--- src/rtl/mem_arbiter_pkg.sv ---
// ============================================================================
// Module      : mem_arbiter_pkg
// Description : Shared codes for the memory arbiter: access widths, engine
//               op bits, IO address tag, FSM states and owner codes.
// Revision    : 1.0 - initial release
// ============================================================================
`default_nettype none

package mem_arbiter_pkg;

    // Access width codes carried in op[1:0]
    localparam logic [1:0] c_WIDTH_BYTE = 2'd0;
    localparam logic [1:0] c_WIDTH_HALF = 2'd1;
    localparam logic [1:0] c_WIDTH_WORD = 2'd2;

    // mc_op[3]: direction of the engine transaction
    localparam logic c_MC_READ  = 1'b1;
    localparam logic c_MC_WRITE = 1'b0;

    // Fetch is always an unsigned word read
    localparam logic [3:0] c_OP_FETCH = {c_MC_READ, 1'b1, c_WIDTH_WORD};

    // Address bits 17:16 equal to this tag select the IO space
    localparam logic [1:0] c_IO_TAG = 2'b11;

    // FSM state codes
    localparam logic [1:0] c_ST_IDLE = 2'd0;
    localparam logic [1:0] c_ST_BUSY = 2'd1;
    localparam logic [1:0] c_ST_GAP  = 2'd2;

    // Owner of the transaction in flight
    localparam logic [1:0] c_OWN_FETCH = 2'd0;
    localparam logic [1:0] c_OWN_LOAD  = 2'd1;
    localparam logic [1:0] c_OWN_STORE = 2'd2;

    // Bit positions inside the one-hot grant vector
    localparam int c_GNT_FETCH = 0;
    localparam int c_GNT_LOAD  = 1;
    localparam int c_GNT_STORE = 2;

    // True when the address targets the IO space
    function automatic logic is_io_addr(input logic [31:0] addr);
        return (addr[17:16] == c_IO_TAG);
    endfunction

endpackage

`default_nettype wire

--- src/rtl/mem_arbiter_pick.sv ---
// ============================================================================
// Module      : mem_arbiter_pick
// Description : Combinational priority picker. Store > load > fetch, with a
//               starvation override that hands the grant to a waiting fetch.
//               Output is one-hot (or zero when nothing is eligible).
// Revision    : 1.0 - initial release
// ============================================================================
`default_nettype none

module mem_arbiter_pick
    import mem_arbiter_pkg::*;
(
    input  logic       i_st_elig,
    input  logic       i_ld_elig,
    input  logic       i_if_req,
    input  logic       i_starve,
    output logic [2:0] o_grant
);

    // Fixed priority with the fetch override checked first
    always_comb begin
        o_grant = 3'b000;
        if (i_starve && i_if_req) begin
            o_grant[c_GNT_FETCH] = 1'b1;
        end else if (i_st_elig) begin
            o_grant[c_GNT_STORE] = 1'b1;
        end else if (i_ld_elig) begin
            o_grant[c_GNT_LOAD] = 1'b1;
        end else if (i_if_req) begin
            o_grant[c_GNT_FETCH] = 1'b1;
        end
    end

endmodule

`default_nettype wire

--- src/rtl/mem_arbiter.sv ---
// ============================================================================
// Module      : mem_arbiter
// Description : Shares the byte-serial memory engine between instruction
//               fetch, LSB load and LSB store. One transaction in flight,
//               IDLE -> BUSY -> GAP sequencing, IO-store blocking, fetch
//               anti-starvation and kill of flushed fetch/load results.
// Revision    : 1.0 - initial release
// ============================================================================
`default_nettype none

module mem_arbiter
    import mem_arbiter_pkg::*;
#(
    parameter int STARVE_LIMIT = 4
) (
    input  logic        clk_in,
    input  logic        rst_n_in,
    input  logic        rdy_in,
    input  logic        clear_in,
    input  logic        if_req,
    input  logic [31:0] if_addr,
    output logic        if_ready,
    output logic [31:0] if_data,
    input  logic        ld_req,
    input  logic [31:0] ld_addr,
    input  logic [2:0]  ld_op,
    output logic        ld_ready,
    output logic [31:0] ld_data,
    input  logic        st_req,
    input  logic [31:0] st_addr,
    input  logic [31:0] st_data,
    input  logic [1:0]  st_op,
    output logic        st_done,
    input  logic        io_buffer_full,
    output logic        mc_req,
    output logic [31:0] mc_addr,
    output logic [31:0] mc_data,
    output logic [3:0]  mc_op,
    input  logic        mc_done,
    input  logic [31:0] mc_rdata
);

    localparam logic [2:0] c_STARVE_MAX = 3'(STARVE_LIMIT);

    logic [1:0]  r_state;
    logic [1:0]  w_state_next;
    logic [2:0]  r_starve_cnt;
    logic        r_kill;
    logic [1:0]  r_owner;

    logic        r_mc_req;
    logic [31:0] r_mc_addr;
    logic [31:0] r_mc_data;
    logic [3:0]  r_mc_op;
    logic        r_if_ready;
    logic [31:0] r_if_data;
    logic        r_ld_ready;
    logic [31:0] r_ld_data;
    logic        r_st_done;

    logic        w_io_block;
    logic        w_st_elig;
    logic        w_ld_elig;
    logic        w_starve;
    logic [2:0]  w_grant;
    logic        w_issue;
    logic        w_finish;
    logic        w_kill_now;
    logic        w_killed;
    logic [1:0]  w_owner;
    logic [31:0] w_addr;
    logic [31:0] w_data;
    logic [3:0]  w_op;

    // A blocked IO store also holds back loads so LSB order is preserved
    assign w_io_block = st_req && is_io_addr(st_addr) && io_buffer_full;
    assign w_st_elig  = st_req && !w_io_block;
    assign w_ld_elig  = ld_req && !w_io_block;
    assign w_starve   = (r_starve_cnt == c_STARVE_MAX);

    mem_arbiter_pick u_pick (
        .i_st_elig (w_st_elig),
        .i_ld_elig (w_ld_elig),
        .i_if_req  (if_req),
        .i_starve  (w_starve),
        .o_grant   (w_grant)
    );

    // Stores always complete visibly; a flush only cancels fetch/load results
    assign w_kill_now = clear_in && (r_owner != c_OWN_STORE);
    assign w_killed   = r_kill || w_kill_now;

    // Fields of the winning request, latched into mc_* on issue
    always_comb begin
        w_owner = c_OWN_FETCH;
        w_addr  = if_addr;
        w_data  = 32'd0;
        w_op    = c_OP_FETCH;
        if (w_grant[c_GNT_STORE]) begin
            w_owner = c_OWN_STORE;
            w_addr  = st_addr;
            w_data  = st_data;
            w_op    = {c_MC_WRITE, 1'b0, st_op};
        end else if (w_grant[c_GNT_LOAD]) begin
            w_owner = c_OWN_LOAD;
            w_addr  = ld_addr;
            w_op    = {c_MC_READ, ld_op};
        end
    end

    // Next-state logic and the issue/finish strobes it implies
    always_comb begin
        w_state_next = r_state;
        w_issue      = 1'b0;
        w_finish     = 1'b0;
        case (r_state)
            c_ST_IDLE: begin
                if (|w_grant) begin
                    w_state_next = c_ST_BUSY;
                    w_issue      = 1'b1;
                end
            end
            c_ST_BUSY: begin
                if (mc_done) begin
                    w_state_next = c_ST_GAP;
                    w_finish     = 1'b1;
                end
            end
            c_ST_GAP: begin
                w_state_next = c_ST_IDLE;
            end
            default: begin
                w_state_next = c_ST_IDLE;
            end
        endcase
    end

    // State register; rdy_in low freezes everything
    always_ff @(posedge clk_in or negedge rst_n_in) begin
        if (!rst_n_in) begin
            r_state <= c_ST_IDLE;
        end else if (rdy_in) begin
            r_state <= w_state_next;
        end
    end

    // Engine interface, owner/kill tracking and completion pulses
    always_ff @(posedge clk_in or negedge rst_n_in) begin
        if (!rst_n_in) begin
            r_mc_req   <= 1'b0;
            r_mc_addr  <= 32'd0;
            r_mc_data  <= 32'd0;
            r_mc_op    <= 4'd0;
            r_owner    <= c_OWN_FETCH;
            r_kill     <= 1'b0;
            r_if_ready <= 1'b0;
            r_if_data  <= 32'd0;
            r_ld_ready <= 1'b0;
            r_ld_data  <= 32'd0;
            r_st_done  <= 1'b0;
        end else if (rdy_in) begin
            r_if_ready <= 1'b0;
            r_ld_ready <= 1'b0;
            r_st_done  <= 1'b0;
            if (w_issue) begin
                r_mc_req  <= 1'b1;
                r_mc_addr <= w_addr;
                r_mc_data <= w_data;
                r_mc_op   <= w_op;
                r_owner   <= w_owner;
                r_kill    <= 1'b0;
            end else if (w_finish) begin
                r_mc_req <= 1'b0;
                r_kill   <= 1'b0;
                case (r_owner)
                    c_OWN_FETCH: begin
                        if (!w_killed) begin
                            r_if_ready <= 1'b1;
                            r_if_data  <= mc_rdata;
                        end
                    end
                    c_OWN_LOAD: begin
                        if (!w_killed) begin
                            r_ld_ready <= 1'b1;
                            r_ld_data  <= mc_rdata;
                        end
                    end
                    default: begin
                        r_st_done <= 1'b1;
                    end
                endcase
            end else if ((r_state == c_ST_BUSY) && w_kill_now) begin
                r_kill <= 1'b1;
            end
        end
    end

    // Count data grants that overtook a waiting fetch; a fetch grant resets it
    always_ff @(posedge clk_in or negedge rst_n_in) begin
        if (!rst_n_in) begin
            r_starve_cnt <= 3'd0;
        end else if (rdy_in && w_issue) begin
            if (w_grant[c_GNT_FETCH]) begin
                r_starve_cnt <= 3'd0;
            end else if (if_req && (r_starve_cnt != c_STARVE_MAX)) begin
                r_starve_cnt <= r_starve_cnt + 3'd1;
            end
        end
    end

    assign mc_req   = r_mc_req;
    assign mc_addr  = r_mc_addr;
    assign mc_data  = r_mc_data;
    assign mc_op    = r_mc_op;
    assign if_ready = r_if_ready;
    assign if_data  = r_if_data;
    assign ld_ready = r_ld_ready;
    assign ld_data  = r_ld_data;
    assign st_done  = r_st_done;

endmodule

`default_nettype wire

--- config.mk ---
export PLATFORM = sky130hd
export DESIGN_NAME = mem_arbiter
export DESIGN_NICKNAME = d
export VERILOG_FILES = /design/src/rtl/mem_arbiter_pkg.sv /design/src/rtl/mem_arbiter_pick.sv /design/src/rtl/mem_arbiter.sv
export SDC_FILE = /design/constraint.sdc
export NUM_CORES = 1
export LEC_CHECK = 0
export ABC_CLOCK_PERIOD_IN_PS = 1550
export BUFFER_PORTS_ARGS = -buffer_cell sky130_fd_sc_hd__buf_2
export CORE_ASPECT_RATIO = 2
export CORE_MARGIN = 4
export CORE_UTILIZATION = 38
export CTS_BUF_LIST = sky130_fd_sc_hd__clkbuf_4 sky130_fd_sc_hd__clkbuf_8 sky130_fd_sc_hd__clkbuf_16
export DETAILED_ROUTE_END_ITERATION = 8
export GPL_TIMING_DRIVEN = 0
export HOLD_SLACK_MARGIN = 0.15
export PLACE_DENSITY = 0.71
export SLEW_MARGIN = 20
export SYNTH_ARGS = -nofsm -noshare
export SYNTH_HDL_FRONTEND = slang
export SYNTH_SLANG_ARGS = --single-unit
--- constraint.sdc ---
create_clock -name clk_in -period 1.55 [get_ports clk_in]
set_input_delay 0.0775 -clock clk_in [delete_from_list [all_inputs] [get_ports clk_in]]
set_output_delay 0.0775 -clock clk_in [all_outputs]
set_load 0.01 [all_outputs]
==> qor.yml, run 1 <==
timing:
  maxSlewViolCount: 0
  max_freq_ghz: 0.586
  relSlewSlack_pct: 57.2
  rsz0062_at_grt: "yes"
  post-route-period-util_pct: 110
  setup_viol: 134
  skew_ns: 0.0106
  tightest_slew_ns: 0.642
  hold_viol: 0
  min_period_ns: 1.71
  setup_slack_ns: -0.157
place:
  place_congestion: 0.897
  dp_slack_ns: -0.502
  port_buffers: 309
  dp_hpwl_um: 16600
clocking:
  clkSinkCount: 144
  cts_root_buffer: "clkbuf_16"
  clock_tree.buffer_depth: 2
  cts_tree: "built"
  cts_htree_levels: 4
  clk_latency_ns: 0.42
  clkTransAtPathRegs_ns: 0.07
  cts_buffers: 17
setup_path:
  path_class: "flop to flop"
  end_kind: "flop"
  ff2ff_setup_slack_ns: -0.16
  r2r_start: "r_state[1]"
  worstReg2RegEnd: "if_data[7]"
  crit_arrival_ns: 2.00
  r2r_cells: 6
  critPathMaxFanout: 10
  worstPathRequired_ns: 1.84
  cp-start-kind: "flop"
synthesis:
  async_reset_ff_share_pct: 100
  synth.distinct_cells: 43
  syn_area_um2: 6570
  syn_area_per_cell_um2: 12.0
  synth_warnings: 0
  synth_edf_count: 0
  synth-main-ff-cell: "dfrtp_1"
  syn-instance-count: 549
  ys_seq_elements: 144
  ys_seq_area_share_pct: 54.9
  synthesis.nets: 725
cells_and_area:
  nets: 1243
  ff_latch_area_um2: 3610
  multi_input_area_um2: 3270
  nFillCells: 1093
  drive_gt1_share_pct: 54.4
  layout_commonest_cell: "buf_2"
  layout.cells.most_common_list: "buf_2 (313), dlygate4sd3_1 (145), dfrtp_1 (142)"
  antenna_cells: 0
  area_growth_syn_to_layout_pct: 80.5
power:
  p_leak_nw: 5.89
  ir_drop_mv: 0.827
  powerDensity_nw_per_um2: 1560
  total_power_mw: 18.4
floorplanning:
  initial_core_util_pct: 39.0
  rows: 67
  die_h_um: 194
  coreArea_um2: 16800
  dieArea_um2: 19600
  io_pins: 310
  die_w_um: 101
hold_path:
  holdPathEnd: "mc_addr[25]"
  hp-start: "ld_addr[25]"
  worst_hold_path_type: "input pin to flop"
  hold-path-cell-count: 5
global_routing:
  gr-total-overflow: 0
  antenna_found_initial: 0
  grt_usage_pct: 26.5
  grt_pass1_vias: 7514
  grt_pass1_wl_um: 40400
  grt_max_degree: 93
route:
  routed-via-count: 7021
  drtAntennaViolNets: 0
  drc: 0
  drtIter0Drc: 238
  wl_per_cell_um: 21.9
  firstDrtPassIters: 4
  wirelength_um: 28100
  via_per_inst: 5.46
job:
  maxCapViolations: 0
status:
  violations: "negative setup slack"
  outcome: "finished, violations left"
[worst max-delay path, stage by stage (launching register included)]
cell and delay (ns):
dfrtp_2 0.44, nand4b_4 0.20, nor4_4 0.15, and2b_1 0.17
buf_6 0.15, buf_12 0.16, mux2_4 0.31
[sequential cells by signal, summed over array words and instances (netlist names), 2 cells and up]
name and count:
if_data 32, ld_data 32, mc_addr 32, mc_data 32, mc_op 4, r_owner 2, r_starve_cnt 3, r_state 2
[what timing repair did]
| item | in CTS | in global routing |
|---|---|---|
| setup buffers | 21 | 10 |
| hold buffers | 145 | 0 |
| gates resized for setup | 144 | 107 |
| pin swaps | 50 | 47 |
| endpoints found under the setup margin | 135 | 134 |
| endpoints found under the hold margin | 282 | 0 |
| cloned | 15 | 3 |
[synthesized netlist by cell type, drive strengths merged (17+ instances only)]
cell type  number  area, µm²
a22o           33        289
clkbuf         23       86.3
dfrtp         144       3600
nor2           17       63.8
a21oi          28        140
inv            17       63.8
buf            21        176
mux2           64        852
nor3b          27        214
nor3           24        120
nand2          41        156
o221ai         24        210
o21ai          34        170
[logic make-up after synthesis]
| group | share of synthesized area (%) |
|---|---|
| AO/OA/AOI/OAI | 16.0 |
| adder cells (fa/ha/maj) | 0.381 |
| buffers and inverters | 4.97 |
| flip-flops | 54.9 |
| multiplexers | 13.1 |
| AND/OR/NAND/NOR | 10.7 |
[where the power goes]
group | internal, mW | switching [mW]
Clock | 2.51 | 1.64
Combinational | 4.05 | 3.76
Sequential | 5.35 | 1.12
[stage by stage]
step / hold slack (ns) / cell area, µm² / instances / setup TNS [ns] / util, %
CTS: 0.155 / 11300 / 1278 / -10.99 / 67.2
global placement: 0.294 / 8410 / 1065 / -271.84 / 49.9
detailed placement: 0.0240 / 8450 / 1066 / -36.30 / 50.1
floorplan: -0.218 / 6600 / 549 / -3.33 / -
global route: 0.179 / 11900 / 1287 / -21.88 / 70.3
finish: 0.172 / 11900 / 1287 / -12.23 / 70.3
[how the worst max path moves through the flow]
stage	from	endpoint	slack, ns	cells after the start
4_1_cts	r_state[1]	if_data[16]	-0.15	6
2_1_floorplan	r_state[1]	if_data[0]	-0.11	6
6_report	r_state[1]	if_data[7]	-0.16	6
5_1_grt	r_state[1]	if_data[7]	-0.23	6
3_5_place_dp	r_starve_cnt[0]	mc_data[25]	-0.50	7
3_3_place_gp	rst_n_in	r_state[0]	-1.94	1
[per-layer routing]
layer	up-vias	wire [µm]	track usage [%]
met5	-	0	0
met4	0	1550	15.4
met3	114	2030	5.87
met2	436	15300	48.5
met1	3381	9270	26.5
li1	3090	-	-
[final cells by class]
type	instances	share of cell area (%)
plain buffers	43	3.74
clock buffers	21	3.95
clock inverters	11	1.11
inverters	17	0.538
multi-input cells	345	27.6
flip-flops and latches	144	30.4
well taps	207	2.18
repair buffers	499	30.5
Note: power is estimated with default switching activity, not from simulation.
==> run 2: changes to the inputs <==
--- a/config.mk
+++ b/config.mk
@@ -14,7 +14,7 @@
 export DETAILED_ROUTE_END_ITERATION = 8
 export GPL_TIMING_DRIVEN = 0
 export HOLD_SLACK_MARGIN = 0.15
-export PLACE_DENSITY = 0.71
+export PLACE_DENSITY = 0.69
 export SLEW_MARGIN = 20
 export SYNTH_ARGS = -nofsm -noshare
 export SYNTH_HDL_FRONTEND = slang
==> run 2 against run 1 <==
- the flow still finishes with violations (negative setup slack)
- clock power increased by 1%
- cell area increased by 2.1%
- register-to-register slack got worse by 0.02 ns
- sequential cell count unchanged
- hold slack got worse by 0.016 ns
- sequential share of layout area decreased by 0.63 points
- combinational power about the same
- non-clock buffer count increased by 9
- final cell count increased by 0.78%
- critical path type unchanged
- largest cell class unchanged
- largest power group unchanged
==> qor.yml, run 2 (synthesis gave the netlist of run 1 again) <==
cells_and_area:
  antenna_cells: 0  # unchanged
  finalNonFillerCells: 1297  # +0.78%
  final_area_um2: 12100  # +2.1%
  area_growth_syn_to_layout_pct: 84.3
  drive_gt1_share_pct: 53.9  # -0.50 points
  layout_commonest_cell: "buf_2"
  nets: 1253  # +0.80%
  nFillCells: 1093  # unchanged
  layout.cells.most_common_list: "buf_2 (313), dlygate4sd3_1 (143), dfrtp_1 (142)"
timing:
  setup_slack_ns: -0.173  # -0.0163 ns
  max_freq_ghz: 0.580  # -0.95%
  skew_ns: 0.0109  # +0.000263 ns
  post-route-period-util_pct: 111  # +1.1 points
  tightest_slew_ns: 0.992  # +0.350 ns
  min_period_ns: 1.72  # +0.0163 ns
  maxSlewViolCount: 0  # unchanged
  rsz0062_at_grt: "yes"
  relSlewSlack_pct: 33.9  # -23 points
  hold_viol: 0  # unchanged
  setup_viol: 134  # unchanged
  setup_tns_ns: -13.57  # -1.34 ns
setup_path:
  crit_chain: "nand4b_4 > nor4_4 > and2b_1 > buf_6 > clkbuf_16 > mux2_4"
  cp_top_family: "simple AND/OR/NAND/NOR gates"
  r2r_cells: 6  # unchanged
  critPathMaxFanout: 6  # -4
  end_kind: "flop"
  ff2ff_setup_slack_ns: -0.17  # -0.02 ns
  worstReg2RegEnd: "if_data[8]"
  worstPathRequired_ns: 1.84  # about the same
  slowest_stage: "dfrtp_2"
  cp.buffers_inverters: 2  # unchanged
  r2r_start: "r_state[1]"
  cpPeakStageDelay_ns: 0.43  # about the same
  path_class: "flop to flop"
  cp-start-kind: "flop"
  crit_arrival_ns: 2.02  # +0.02 ns
floorplanning:
  coreArea_um2: 16800  # unchanged
  initial_core_util_pct: 39.0  # unchanged
  rows: 67  # unchanged
  die_h_um: 194  # unchanged
  dieArea_um2: 19600  # unchanged
  io_pins: 310  # unchanged
  die_w_um: 101  # unchanged
route:
  firstDrtPassIters: 7  # +3
  wl_per_cell_um: 21.7  # -0.88%
  drtAntennaViolNets: 0  # unchanged
  drtIter0Drc: 306  # +29%
  drc: 0  # unchanged
  wirelength_um: 28100  # -0.11%
  routed-via-count: 7107  # +1.2%
  via_per_inst: 5.48  # +0.44%
clocking:
  cts_tree: "built"
  clock_tree.buffer_depth: 2  # unchanged
  clk_latency_ns: 0.42  # about the same
  clkTransAtPathRegs_ns: 0.06  # about the same
  cts_htree_levels: 4  # unchanged
  clkSinkCount: 144  # unchanged
  cts_buffers: 17  # unchanged
  cts_root_buffer: "clkbuf_16"
global_routing:
  grt_pass1_vias: 7453  # -0.81%
  grt_usage_pct: 25.6  # -0.93 points
  antenna_found_initial: 0  # unchanged
  gr-total-overflow: 0  # unchanged
  grt_max_degree: 78  # -16%
  grt_pass1_wl_um: 39200  # -3.0%
place:
  dp_slack_ns: -0.537  # -0.0356 ns
  place_congestion: 0.883  # -1.5%
  dpl.cell_count: 1066  # unchanged
  port_buffers: 309  # unchanged
  dp_hpwl_um: 16500  # -0.16%
  placed_cell_area_um2: 8450  # unchanged
power:
  power.share.clock_pct: 22.9  # +0.4 points
  switching_share_pct: 35.2  # -0.28 points
  power_frac_comb_pct: 42.5  # about the same
  p_leak_nw: 5.99  # +1.7%
  p_switching_mw: 6.46  # -1.0%
  ir_drop_mv: 0.915  # +11%
  power.internal_mw: 11.9  # +0.20%
  powerDensity_nw_per_um2: 1520  # -2.3%
  total_power_mw: 18.4  # -0.23%
  seq_power_share_pct: 34.7  # -0.4 points
hold_path:
  holdPathEnd: "r_kill"
  hold-path-cell-count: 4  # -1
  worst_hold_path_type: "input pin to flop"
  hp-start: "rdy_in"
status:
  outcome: "finished, violations left"
  violations: "negative setup slack"
job:
  maxCapViolations: 0  # unchanged
[run 2: stage by stage]
stage | hold slack [ns] | util (%)
after CTS | 0.140 | 67.2
after global routing | 0.161 | 71.8
after global placement | 0.294 | 49.9
after detailed placement | 0.110 | 50.1
final | 0.155 | 71.8
after floorplan | -0.218 | -
[run 2: worst reg2reg max path, delay by kind of cell, from the launching register on]
kind / cells / cell delay (ns)
buf+inv: 2 / 0.35
flops: 1 / 0.43
mux: 1 / 0.30
simple gates: 3 / 0.53
[run 2: routing by layer]
metal  track usage, %  part of all wire [%]
met5                0                     0
met2             47.3                    55
met3             5.11                   6.4
met1             25.7                    33
met4             14.3                   5.6
[run 2: power by group through the flow]
stage               combinational (mW)  sequential (mW)  clock, mW
floorplan                         2.28             6.96          0
global placement                  5.55             6.21          0
detailed placement                5.65             6.27          0
CTS                               6.97             6.22       4.28
global route                      8.28             6.55       4.46
finish                            7.81             6.37       4.20
[run 2: how the worst max path moves through the flow]
stage / startpoint / to / slack, ns / cells past startpoint
after floorplan: r_state[1] / if_data[0] / -0.11 / 6
after global placement: rst_n_in / r_state[1] / -1.93 / 1
after detailed placement: r_starve_cnt[0] / mc_data[23] / -0.54 / 7
after CTS: r_state[1] / if_data[9] / -0.18 / 6
after global routing: r_state[1] / if_data[8] / -0.23 / 6
final: r_state[1] / if_data[8] / -0.17 / 6
[run 2: cell type report]
class | count | area, µm² | area share, %
plain buffers | 41 | 474 | 3.92
clock buffers | 19 | 453 | 3.74
clock inverters | 13 | 151 | 1.25
inverters | 17 | 63.8 | 0.527
multi-input cells | 346 | 3280 | 27.1
flip-flops and latches | 144 | 3610 | 29.8
well taps | 207 | 259 | 2.14
repair buffers | 510 | 3820 | 31.5
[run 2: timing repair]
item / 4_1_cts / 5_1_grt
setup endpoints to repair: 135 / 130
setup buffers: 30 / 16
gates cloned: 8 / 10
resized for setup: 111 / 119
pin swaps: 26 / 44
hold endpoints to repair: 214 / 0
hold buffers: 143 / 0
